==> src/rtl/riscv_multicycle_ctrl.sv <==
// Multicycle RV32I control FSM: sequences fetch/decode/execute/memory/writeback
// over a shared instruction/data memory with a mem_ready stall handshake.
module riscv_multicycle_ctrl #(
    parameter bit MEM_HANDSHAKE = 1'b1
) (
    input  logic       clk,
    input  logic       rst_n,
    input  logic [6:0] op,
    input  logic [2:0] funct3,
    input  logic       funct7b5,
    input  logic       zero,
    input  logic       mem_ready,
    output logic       pc_write,
    output logic       adr_src,
    output logic       mem_write,
    output logic       ir_write,
    output logic [1:0] result_src,
    output logic [1:0] alu_src_a,
    output logic [1:0] alu_src_b,
    output logic [1:0] imm_src,
    output logic [2:0] alu_ctrl,
    output logic       reg_write,
    output logic       illegal_op,
    output logic [3:0] state_o
);

    localparam int unsigned STATE_W = 4;

    localparam logic [6:0] OP_LW   = 7'b0000011;
    localparam logic [6:0] OP_SW   = 7'b0100011;
    localparam logic [6:0] OP_R    = 7'b0110011;
    localparam logic [6:0] OP_I    = 7'b0010011;
    localparam logic [6:0] OP_BEQ  = 7'b1100011;
    localparam logic [6:0] OP_JAL  = 7'b1101111;

    localparam logic [2:0] ALU_ADD = 3'b000;
    localparam logic [2:0] ALU_SUB = 3'b001;
    localparam logic [2:0] ALU_AND = 3'b010;
    localparam logic [2:0] ALU_OR  = 3'b011;
    localparam logic [2:0] ALU_SLT = 3'b101;

    localparam logic [1:0] IMM_I = 2'b00;
    localparam logic [1:0] IMM_S = 2'b01;
    localparam logic [1:0] IMM_B = 2'b10;
    localparam logic [1:0] IMM_J = 2'b11;

    localparam logic [1:0] RES_ALUOUT = 2'b00;
    localparam logic [1:0] RES_DATA   = 2'b01;
    localparam logic [1:0] RES_ALURES = 2'b10;

    localparam logic [1:0] SRCA_PC    = 2'b00;
    localparam logic [1:0] SRCA_OLDPC = 2'b01;
    localparam logic [1:0] SRCA_RS1   = 2'b10;

    localparam logic [1:0] SRCB_RS2   = 2'b00;
    localparam logic [1:0] SRCB_IMM   = 2'b01;
    localparam logic [1:0] SRCB_FOUR  = 2'b10;

    typedef enum logic [STATE_W-1:0] {
        S_FETCH    = 4'd0,
        S_DECODE   = 4'd1,
        S_MEMADR   = 4'd2,
        S_MEMREAD  = 4'd3,
        S_MEMWB    = 4'd4,
        S_MEMWRITE = 4'd5,
        S_EXECR    = 4'd6,
        S_EXECI    = 4'd7,
        S_ALUWB    = 4'd8,
        S_BEQ      = 4'd9,
        S_JAL      = 4'd10,
        S_TRAP     = 4'd11
    } state_e;

    state_e     state_q, state_d;
    logic       illegal_op_q, illegal_op_d;
    logic       rdy;
    logic [2:0] alu_dec;
    logic       pc_update;
    logic       branch;
    logic       mem_write_raw;
    logic       ir_write_raw;
    logic       reg_write_raw;

    // Memory completion; a single-cycle memory is always ready.
    assign rdy = (MEM_HANDSHAKE == 1'b0) ? 1'b1 : mem_ready;

    // ALU operation from funct3; subtract only for R-type funct7b5.
    always_comb begin
        alu_dec = ALU_ADD;
        case (funct3)
            3'b000:  alu_dec = (op[5] & funct7b5) ? ALU_SUB : ALU_ADD;
            3'b010:  alu_dec = ALU_SLT;
            3'b110:  alu_dec = ALU_OR;
            3'b111:  alu_dec = ALU_AND;
            default: alu_dec = ALU_ADD;
        endcase
    end

    // Next-state and Moore output decode.
    always_comb begin
        state_d       = state_q;
        pc_update     = 1'b0;
        branch        = 1'b0;
        adr_src       = 1'b0;
        mem_write_raw = 1'b0;
        ir_write_raw  = 1'b0;
        reg_write_raw = 1'b0;
        result_src    = RES_ALUOUT;
        alu_src_a     = SRCA_PC;
        alu_src_b     = SRCB_RS2;
        imm_src       = IMM_I;
        alu_ctrl      = ALU_ADD;

        case (state_q)
            S_FETCH: begin
                adr_src      = 1'b0;
                alu_src_a    = SRCA_PC;
                alu_src_b    = SRCB_FOUR;
                alu_ctrl     = ALU_ADD;
                result_src   = RES_ALURES;
                ir_write_raw = rdy;
                pc_update    = rdy;
                if (rdy) begin
                    state_d = S_DECODE;
                end
            end
            S_DECODE: begin
                // Precompute the branch target while the opcode is decoded.
                alu_src_a = SRCA_OLDPC;
                alu_src_b = SRCB_IMM;
                alu_ctrl  = ALU_ADD;
                imm_src   = IMM_B;
                case (op)
                    OP_LW, OP_SW: state_d = S_MEMADR;
                    OP_R:         state_d = S_EXECR;
                    OP_I:         state_d = S_EXECI;
                    OP_BEQ:       state_d = S_BEQ;
                    OP_JAL:       state_d = S_JAL;
                    default:      state_d = S_TRAP;
                endcase
            end
            S_MEMADR: begin
                alu_src_a = SRCA_RS1;
                alu_src_b = SRCB_IMM;
                alu_ctrl  = ALU_ADD;
                imm_src   = (op == OP_SW) ? IMM_S : IMM_I;
                state_d   = (op == OP_LW) ? S_MEMREAD : S_MEMWRITE;
            end
            S_MEMREAD: begin
                adr_src    = 1'b1;
                result_src = RES_ALUOUT;
                if (rdy) begin
                    state_d = S_MEMWB;
                end
            end
            S_MEMWRITE: begin
                // Strobe stays asserted for the whole stalled access.
                adr_src       = 1'b1;
                mem_write_raw = 1'b1;
                if (rdy) begin
                    state_d = S_FETCH;
                end
            end
            S_MEMWB: begin
                result_src    = RES_DATA;
                reg_write_raw = 1'b1;
                state_d       = S_FETCH;
            end
            S_EXECR: begin
                alu_src_a = SRCA_RS1;
                alu_src_b = SRCB_RS2;
                alu_ctrl  = alu_dec;
                state_d   = S_ALUWB;
            end
            S_EXECI: begin
                alu_src_a = SRCA_RS1;
                alu_src_b = SRCB_IMM;
                imm_src   = IMM_I;
                alu_ctrl  = alu_dec;
                state_d   = S_ALUWB;
            end
            S_ALUWB: begin
                result_src    = RES_ALUOUT;
                reg_write_raw = 1'b1;
                state_d       = S_FETCH;
            end
            S_BEQ: begin
                alu_src_a  = SRCA_RS1;
                alu_src_b  = SRCB_RS2;
                alu_ctrl   = ALU_SUB;
                result_src = RES_ALUOUT;
                branch     = 1'b1;
                state_d    = S_FETCH;
            end
            S_JAL: begin
                alu_src_a  = SRCA_OLDPC;
                alu_src_b  = SRCB_FOUR;
                alu_ctrl   = ALU_ADD;
                result_src = RES_ALUOUT;
                imm_src    = IMM_J;
                pc_update  = 1'b1;
                state_d    = S_ALUWB;
            end
            S_TRAP: begin
                state_d = S_TRAP;
            end
            default: begin
                state_d = S_TRAP;
            end
        endcase
    end

    // Write enables are held off while reset is asserted.
    assign pc_write  = rst_n & (pc_update | (branch & zero));
    assign ir_write  = rst_n & ir_write_raw;
    assign mem_write = rst_n & mem_write_raw;
    assign reg_write = rst_n & reg_write_raw;

    // Sticky flag: set on entry to TRAP, cleared only by reset.
    assign illegal_op_d = illegal_op_q | (state_d == S_TRAP);

    // State and sticky-flag registers.
    always_ff @(posedge clk or negedge rst_n) begin
        if (!rst_n) begin
            state_q      <= S_FETCH;
            illegal_op_q <= 1'b0;
        end else begin
            state_q      <= state_d;
            illegal_op_q <= illegal_op_d;
        end
    end

    assign illegal_op = illegal_op_q;
    assign state_o    = STATE_W'(state_q);

endmodule

==> config.mk <==
export PLATFORM = sky130hd
export DESIGN_NAME = riscv_multicycle_ctrl
export DESIGN_NICKNAME = d
export VERILOG_FILES = /design/src/rtl/riscv_multicycle_ctrl.sv
export SDC_FILE = /design/constraint.sdc
export NUM_CORES = 1
export LEC_CHECK = 0
export CORE_MARGIN = 1
export CORE_UTILIZATION = 37
export DETAILED_ROUTE_END_ITERATION = 6
export PLACE_DENSITY = 0.79
export SETUP_SLACK_MARGIN = 0.02
export SYNTH_ARGS = -nofsm -noshare
export SYNTH_HDL_FRONTEND = slang
export SYNTH_SLANG_ARGS = --single-unit
==> constraint.sdc <==
create_clock -name clk -period 1.7 [get_ports clk]
set_input_delay 0.34 -clock clk [delete_from_list [all_inputs] [get_ports clk]]
set_output_delay 0.34 -clock clk [all_outputs]
set_load 0.01 [all_outputs]
==> metrics, run 1 <==
placed insts ~160; Fail Step global routing; Placer Congestion 0.829; largest net degree at the start of global routing 9; Syn Inst Count 90; sequential share of the synthesized area 0.201; synth warn 0; GR repair worst EP pc_write; Rows 14; Placed Area around 1200 um^2; kind of the worst endpoint output port; CTS root buf clkbuf_4; status stopped before the end; Mapped Area between 600 and 700 um^2; H-tree Lvls 1; Synth cell types 36; I/O pins 36; # hold bufs at CTS 0; die height ~43 um; worst-case clock buffer depth 2; initial core utilization 0.404; Sink Count 5; Port Buffers 35; post-synthesis net count 105; number of buffers created by CTS 3; Syn Area/Cell between 6 and 7 um^2; die width approximately 43 um; Yosys reg bits 5; HPWL Detailed roughly 1.8 mm; Log Error [ERROR DPL-0038] Utilization greater than 100%, impossible to legalize
stage by stage:
step,hold WS [ns],setup slack (ns),TNS (ns)
after detailed placement,0.460,-0.617,-4.33
after floorplan,0.0444,0.0576,0
after CTS,0.172,-0.214,-0.596
after global placement,0.448,-0.519,-3.76
cells in the mapped netlist (all sizes together):
cell,count,area [um^2]
xnor2,1,8.76
o22ai,1,6.26
nor3b,2,15.0
o32ai,1,8.76
nand4bb,1,11.3
or2,1,6.26
clkbuf,3,11.3
nor3,5,25.0
nor4,3,18.8
a21o,1,7.51
or4,1,11.3
a31o,1,8.76
nand2b,6,37.5
a21oi,9,45.0
dfrtp,5,125
inv,3,11.3
a221oi,1,8.76
and3,1,6.26
o31ai,1,7.51
and2b,1,10.0
xor2,1,8.76
nand2,5,21.3
or3,1,6.26
nor2,15,63.8
nand3,2,10.0
and3b,1,8.76
nor2b,5,31.3
a31oi,1,6.26
o21ai,5,25.0
o211ai,1,7.51
nand3b,1,7.51
buf,3,21.3
o221ai,1,15.0
timing repair:
item	in CTS
endpoints found under the setup margin	21
gates resized for setup	91
buffers inserted	17
pin swaps	12
logic make-up after synthesis:
group	count (synthesis)	synth area share
flip-flops	5	0.201
XOR/XNOR	2	0.0281
AO/OA/AOI/OAI	23	0.235
buffers and inverters	9	0.0703
AND/OR/NAND/NOR	51	0.466
==> inputs of run 2 (changes only) <==
==> config.mk (replaced) <==
export PLATFORM = sky130hd
export DESIGN_NAME = riscv_multicycle_ctrl
export DESIGN_NICKNAME = d
export VERILOG_FILES = /design/src/rtl/riscv_multicycle_ctrl.sv
export SDC_FILE = /design/constraint.sdc
export NUM_CORES = 1
export LEC_CHECK = 0
export CORE_AREA = 2 2 63 65
export DETAILED_ROUTE_END_ITERATION = 6
export DIE_AREA = 0 0 65 67
export PLACE_DENSITY_LB_ADDON = 0.15
export SYNTH_ARGS = -nofsm -noshare
export SYNTH_HDL_FRONTEND = slang
export SYNTH_SLANG_ARGS = --single-unit
==> run 2 against run 1 <==
The flow now finishes, with violations (setup timing); synthesized cell count did not move; area after synthesis is the same.
==> metrics, run 2 <==
CP peak stage delay ~0.43 ns; Period minus WS final between 1.5 and 2 ns; Slowest-stage cell, CP dfrtp_2; die width 65 um (+51%); worst-path cell chain and2b_4 -> a21oi_2 -> nor3b_2 -> or2_4 -> buf_6; Post-synth EDFFs 0 (unchanged); Syn Area/Cell 6.92 um^2 (unchanged); Filler Cells Inserted approximately 390; Final Skew approximately 0.0018 ns; startpoint types flop; final worst path period share 1.02; Hold Crit Class primary input to async pin; post-synth top area share 0.201 (unchanged); final wirelength 2.50 mm; n_diodes 0; Clock transition at path regs 0.04 ns; Rows 22 (+8); die height 67 um (+56%); Clk Latency, worst-skew pair roughly 0.22 ns; gr ovfl total 0; Routed WL per cell between 10 and 15 um; Finished Layout Cells 211; Placer Congestion 0.709 (-14%); top-count cell post-synth nor2_1; Synth cell types 36 (unchanged); final setup vio count 2; synth warn 0 (unchanged); Residual DRC 0; 1st-iter DRT viols 19; RSZ-0062 raised after global routing yes; Yosys reg bits 5 (unchanged); maximum vdd drop approximately 0.00035 V; Die ar. ~4400 um^2; Max Clk Rate a little under 600 MHz; largest fanout on the critical path 6; Syn Inst Count 90 (unchanged); Max Cap Violations 0; placed insts 197 (+21%); I/O pins 36 (unchanged); Final #Nets between 150 and 200; WP data required approximately 1.4 ns; number of buffers created by CTS 3 (unchanged); Synth area leader dfrtp_1; CTS root buf clkbuf_8; H-tree Lvls 1 (unchanged); most frequent cells in the layout buf_4 (33), buf_2 (11), nor2_1 (10), buf_6 (10), dlymetal6s2s_1 (7); vias in the first global route between 800 and 900; commonest non-fill, non-tap cell in the layout buf_4; Tot Pwr approximately 2400 uW; crit path DAT 1.39 ns; cell family with most CP delay simple AND/OR/NAND/NOR gates; Slew headroom 0.796; via count between 900 and 1000; fraction of layout cells with a size suffix above 1 0.564; status complete, but fails checks; HPWL Detailed 1.79 mm (+1.5%); Total Routing Usage GR 0.113; Sink Count 5 (unchanged); Multi-input gate area 609 um^2; Tightest Pin Transition between 0.3 and 0.4 ns; CTS tree done; largest net degree at the start of global routing 10; crit end category output port; PwrDens ~1600 nW/um^2; TritonRoute pass-1 iters 4; failing checks setup timing; Core Region 3610 um^2; Post-synth top cells nor2_1 (14), a21oi_1 (9), nand2b_1 (6); initial antenna violation count 0; Async SR Flop Fraction 1.00 (unchanged); remaining antenna violation count 0; Port Buffers 35 (unchanged); post-synthesis net count 105 (unchanged); Crit Path Category flop to output port; main flop type after synthesis dfrtp_1; Layout area overhead 137%; Hold Violations, Final 0; Finished Core Util 0.410; first-pass GRT wire length ~3.8 mm; max FFs per register 4; Leak Pwr slightly above 0.0007 uW; Final Worst Setup Slack -0.0270 ns; final count of pins violating max slew 0; initial core utilization 0.173 (-0.231); synth top area cells dfrtp_1 (20%), nor2_1 (8.4%), a21oi_1 (7.2%); worst-case clock buffer depth 2 (unchanged); Vias/cell about 4.4; Mapped Area 623 um^2 (unchanged); Post-Place Worst Slack -0.592 ns (+0.0245 ns); sequential share of the synthesized area 0.201 (unchanged); Buf+Inv Stages, Crit Path 1; Register Area 128 um^2
-- run 2: logic make-up after synthesis --
kind of cell / count (synthesis) / share of synthesized area
AOI/OAI and AO/OA: 23 / 0.235
xor gates and xnor gates: 2 / 0.0281
buffers and inverters: 9 / 0.0703
DFF: 5 / 0.201
and+or+nand+nor: 51 / 0.466
-- run 2: timing repair --
action | CTS | global route
setup endpoints to repair | 21 | 17
setup buffers | 8 | 2
hold buffers | 0 | 0
gates resized for setup | 90 | 29
pin swaps | 13 | 10
-- run 2: power by group --
group	total [uW]	internal, uW	switching [uW]
Clock	216	161	55.0
Combinational	1900	1020	882
Sequential	238	172	66.1
-- run 2: layout make-up --
| cell class | count | share of cell area |
|---|---|---|
| Clock buffer | 4 | 0.0305 |
| Inverter | 3 | 0.00761 |
| Multi-Input combinational cell | 76 | 0.412 |
| Tap cell | 48 | 0.0406 |
| Timing Repair Buffer | 75 | 0.423 |
| Sequential cell | 5 | 0.0863 |
-- run 2: worst paths after layout --
kind	start	end	slack (ns)	cells past startpoint
setup / recovery	state_o[0]$_DFF_PN0_	pc_write	-0.03	5
max in group asynchronous	rst_n	state_o[1]$_DFF_PN0_	1.35	2
setup reg to reg	state_o[0]$_DFF_PN0_	illegal_op$_DFF_PN0_	0	6
hold reg to reg	illegal_op$_DFF_PN0_	illegal_op$_DFF_PN0_	0.46	1
min in group clk	illegal_op$_DFF_PN0_	illegal_op$_DFF_PN0_	0.46	1
hold / removal	rst_n	state_o[2]$_DFF_PN0_	0.23	2
-- run 2: metal layers --
metal | vias up | part of all wire | GRT usage
met1 | 417 | 0.44 | 0.143
met3 | 2 | 0.044 | 0.0152
met5 | - | 0 | 0
li1 | 468 | - | -
met4 | 0 | 0.015 | 0.0505
met2 | 31 | 0.50 | 0.191
-- run 2: stage by stage --
step           hold WS, ns  area, um^2  TNS [ns]
3_5_place_dp         0.461        1230     -4.74
2_1_floorplan       0.0444         629         0
3_3_place_gp         0.452        1230     -4.66
6_report             0.232        1480   -0.0331
4_1_cts              0.228        1370    -0.448
5_1_grt              0.263        1480    -0.615
Note: power is estimated with default switching activity, not from simulation.
==> edit 1 (flow settings as in run 2) <==
The parameter `MEM_HANDSHAKE` goes from 1'b1 to 1'b0.
--- a/src/rtl/riscv_multicycle_ctrl.sv
+++ b/src/rtl/riscv_multicycle_ctrl.sv
@@ -1,7 +1,7 @@
 // Multicycle RV32I control FSM: sequences fetch/decode/execute/memory/writeback
 // over a shared instruction/data memory with a mem_ready stall handshake.
 module riscv_multicycle_ctrl #(
-    parameter bit MEM_HANDSHAKE = 1'b1
+    parameter bit MEM_HANDSHAKE = 1'b0
 ) (
     input  logic       clk,
     input  logic       rst_n,
Check against the original RTL: not equivalent (Yosys sat finds a counterexample within 4 cycles, from zero or initial values and one cycle with rst_n low).
==> edit 1 against run 2 <==
The run still ends with negative setup slack left. Area after synthesis decreased by 4.8%. Non-clock buffer count decreased by 12. Sequential cell count unchanged. Setup slack got worse by 0.051 ns. Synthesized cell count decreased by 13%. Critical endpoint is now imm_src[1]. Cell area decreased by 13%. Wire length decreased by 14%. Core utilization decreased by 5.4 points.
Power is left out: it rests on default switching activity, and per cell area and clock period it moved more than threefold.
==> edit 1: results (changes against run 2) <==
status=finished, violations left; failing checks=negative setup slack; Synth Warn #=0 (unchanged); vias per cell=4.247 (-2.4%); CP Data Arrival Time=1.44 ns (+0.05 ns); worst slew pin tran=0.3259 ns (+0.02284 ns); Mapped Nets=93 (-11%); Worst Path Max Fanout=7 (+1); final-report hold violation count=0 (unchanged); share of the synthesized area in the top cell type=21.10% (+1.0 points); vias in the first global route=759 (-13%); clock skew=0.002745 ns (+0.0009060 ns); diode count=0 (unchanged); CTS Buf Count=3 (unchanged); H-tree depth=1 (unchanged); ys flop type=dfrtp_1; first-pass GRT wire length=3.374 mm (-12%); hold path endpoint=illegal_op; DRT Pass-1 Iters=2 (-2); Iter 0 DRT Violations=16 (-3); Reg2Reg Setup Slack=0.14 ns (+0.14 ns); reg2reg path depth=7 (+1); RR Startpoint=state_o[1]; xor/xnor cell area share of the yosys netlist=4.430% (+1.6 points); all-layer global routing usage=9.811% (-1.5 points); Worst Hold Depth=1; clk_lat worst skew=0.22 ns (about the same); Distinct cells, synth=34 (-5.6%); GP Congestion=0.7147 (+0.76%); sequential area share after synthesis=21.10% (+1.0 points); ys async rst share=100.0% (unchanged); Hold Crit Class=reg -> reg; Layout Nets=154 (-14%); top cells by count, synth=nor2_1, a21oi_1, dfrtp_1, nor3_1; hold slack=0.4852 ns (+0.2534 ns); final worst slack=-0.07794 ns (-0.05095 ns); Clock Tree Buf Depth=2 (unchanged); CTS clk-pin slew, worst paths=0.04 ns (about the same); PortBufs=34 (-2.9%); largest net degree at the start of global routing=11 (+1); Final setup viols=3 (+1); antenna violations before repair=0 (unchanged); FF+latch area=127.6 sq um (unchanged); adder-cell share of the synthesized area=0% (unchanged); Post-Route WL=2.156 mm (-14%); ranking of synthesized cells by area=dfrtp_1, nor2_1, a21oi_1; Fillers=385 (-0.26%); layout cells sized above 1=55.07% (-1.4 points); Synth Area in Compound Gates=24.68% (+1.2 points); hold path startpoint=illegal_op; Detailed Place HPWL=1.678 mm (-6.4%)
[edit 1: cell count changes in the layout (fill, tap and decap cells not counted), moves of 2 or more]
cell             delta
o21ai_0             -2
buf_4              -12
nor2_1              -3
nor2b_1             -2
o211ai_1            +2
dlymetal6s2s_1      -5
clkbuf_2            +4
nand2b_1            -2
clkdlybuf4s50_1     +3
a21oi_2             -3
xnor2_1             +2
dlygate4sd2_1       -3
nand2_2             -2
[edit 1: area by class of cell]
cell class,count,area share (%)
multi-input combinational,62,41.17
clock buffer,4,3.512
inverter,4,1.171
sequential,5,9.951
tap,48,4.683
timing repair buffer,63,39.51
[edit 1: metrics by stage]
step / cells / worst slack [ns] / utilization [%] / area [sq um] / setup TNS, ns
after floorplan: 78 / 0.01528 / - / 605.6 / 0
after global placement: 174 / -0.6906 / 30.88 / 1114 / -4.995
after detailed placement: 174 / -0.6988 / 30.88 / 1114 / -5.064
after CTS: 184 / -0.09488 / 32.41 / 1169 / -0.2428
after global routing: 186 / -0.1500 / 35.57 / 1282 / -0.7237
final: 186 / -0.07794 / 35.57 / 1282 / -0.2025
[edit 1: worst max-delay path by stage]
stage | startpoint | to | slack (ns) | cells past startpoint
after floorplan | state_o[0] | pc_write | 0.02 | 4
after global placement | op[1] | imm_src[0] | -0.69 | 6
after detailed placement | op[2] | imm_src[0] | -0.70 | 6
after CTS | state_o[1] | imm_src[1] | -0.09 | 7
after global routing | state_o[0] | pc_write | -0.15 | 5
final | state_o[1] | imm_src[1] | -0.08 | 7
[edit 1: worst max-delay path: stages, from the launching register on]
cell      delay (ns)
dfrtp_2         0.43
buf_6           0.15
nand2b_4        0.16
nor2_4          0.13
a21oi_4         0.04
buf_6           0.11
nor2_4          0.09
buf_6           0.10
[edit 1: cells by family after synthesis]
family          count (synthesis)
compound gates                 22
flops                           5
buf+inv                        11
xor+xnor                        3
simple gates                   37
[edit 1: what timing repair did]
item | in CTS | in global routing
hold buffers | 0 | 0
cloned | 0 | 0
resized for setup | 70 | 45
buffers inserted | 6 | 2
setup endpoints to repair | 17 | 14
pin swaps | 7 | 9
[edit 1: routing by layer]
layer / GRT usage [%] / part of all wire (%)
met4: 3.191 / 0.74
met1: 11.04 / 39
met3: 1.689 / 6.6
met2: 18.56 / 54
met5: 0 / 0
==> edit 2 (flow settings as in run 2) <==
Without the edit above. Make the reset (`rst_n`) synchronous in one clocked block.
--- a/src/rtl/riscv_multicycle_ctrl.sv
+++ b/src/rtl/riscv_multicycle_ctrl.sv
@@ -220,7 +220,7 @@
     assign illegal_op_d = illegal_op_q | (state_d == S_TRAP);
 
     // State and sticky-flag registers.
-    always_ff @(posedge clk or negedge rst_n) begin
+    always_ff @(posedge clk) begin
         if (!rst_n) begin
             state_q      <= S_FETCH;
             illegal_op_q <= 1'b0;
Function: differs if rst_n is asserted again (counterexample within 4 cycles, from zero or initial values and one cycle with rst_n low); with rst_n held inactive, the same outputs for 10 cycles.
==> edit 2 against run 2 <==
Via count down 5.7%. Wire length down 8.3%. Setup slack better by 0.034 ns. Sequential cell count unchanged. Combinational power down 26%. Cell area down 12%. First-iteration DRC count up 140%. Die area unchanged. Power down 21%. Area after synthesis up 5.8%.
==> edit 2: results (changes against run 2) <==
status=finished clean; top cells by count, synth=nor2_1, a21oi_1; pre-CTS WS=-0.8120 ns (-0.2201 ns); LEAKAGE=0.0006154 uW (-15%); Max VDD drop=0.3505 mV (-0.52%); ys flop type=dfxtp_1; Mapped Nets=107 (+1.9%); vias per cell=4.330 (-0.48%); Critical Path Source=op[2]; Max Fclk=590.8 MHz (+2.0%); Distinct cells, synth=38 (+5.6%); ranking of synthesized cells by area=dfxtp_1, nor2_1, nand2b_1; layout cells sized above 1=43.42% (-13 points); vias in the first global route=808 (-7.8%); max incr delay on CP=0.24 ns (-0.19 ns); sequential area share after synthesis=15.18% (-4.9 points); RR Endpoint=illegal_op; Layout Nets=168 (-6.1%); Detailed Place HPWL=1.831 mm (+2.1%); reg2reg path depth=5 (-1); Post-Route WL=2.290 mm (-8.3%); Iter 0 DRT Violations=46 (+27); Critical Path End=imm_src[0]; CP Data Arrival Time=1.35 ns (-0.04 ns); all-layer global routing usage=10.89% (-0.42 points)
==> edit 2: changes by cell type in the layout (fill, tap and decap cells not counted), moves of 3 or more <==
cell,change
buf_4,-8
dfrtp_1,-3
dlymetal6s2s_1,-3
nor2_4,-3
clkdlybuf4s15_1,+4
dfxtp_4,+3
buf_6,-6
nand2_2,-3
==> edit 2: final cells by class <==
class | instances | area, sq um
Fill cell | 396 | 2298
Multi-Input combinational cell | 77 | 553.0
Timing Repair Buffer | 64 | 529.3
Sequential cell | 5 | 112.6
Tap cell | 48 | 60.06
Clock buffer | 4 | 45.04
Inverter | 2 | 7.507
==> edit 2: stage by stage <==
stage                     hold slack, ns  util, %  cells
after floorplan                   0.4871        -     92
after global placement            0.4634    34.18    195
after detailed placement          0.4567    34.18    195
after CTS                         0.4778    35.81    199
after global routing              0.5013    36.26    200
final                             0.4649    36.26    200
==> edit 2: worst min path at each step <==
| stage | to | cells past startpoint | slack, ns | from |
|---|---|---|---|---|
| finish | illegal_op | 2 | 0.46 | illegal_op |
| global route | illegal_op | 2 | 0.50 | illegal_op |
| CTS | illegal_op | 2 | 0.48 | illegal_op |
| detailed placement | illegal_op | 2 | 0.46 | illegal_op |
| global placement | illegal_op | 2 | 0.46 | illegal_op |
| floorplan | illegal_op | 2 | 0.49 | illegal_op |
==> edit 2: kinds of logic (layout without fill, tap and decap cells) <==
group	count (synthesis)	in the layout	share of synthesized area (%)
DFF	5	5	15.18
AOI/OAI and AO/OA	23	23	24.10
and+or+nand+nor	52	52	48.76
xor gates and xnor gates	2	2	2.657
buffers and inverters	10	70	9.298
==> edit 2: metal layers <==
layer	share of wire [%]	vias up	track usage, %
met5	0	-	0
met1	45	393	13.80
met4	0	0	1.596
met2	51	22	20.10
li1	-	451	-
met3	3.8	0	1.182
==> edit 2: tightest hold or removal path: cells and delay by family (launching register included) <==
| kind | cells | cell delay, ns |
|---|---|---|
| DFF | 1 | 0.32 |
| and+or+nand+nor | 1 | 0.06 |
| AOI/OAI and AO/OA | 1 | 0.05 |
==> edit 2: timing repair <==
action                     in CTS  in global routing
hold buffers                    0                  0
pin swaps                       7                  5
gates resized for setup        80                 18
setup endpoints to repair      21                 13
buffers inserted                0                  1
==> edit 2: report_power, final <==
| group | total, uW | internal [uW] | switching (uW) |
|---|---|---|---|
| combinational | 1410 | 790 | 619 |
| clock | 215 | 161 | 54.4 |
| sequential | 245 | 178 | 66.8 |
| total | 1870 | 1130 | 741 |
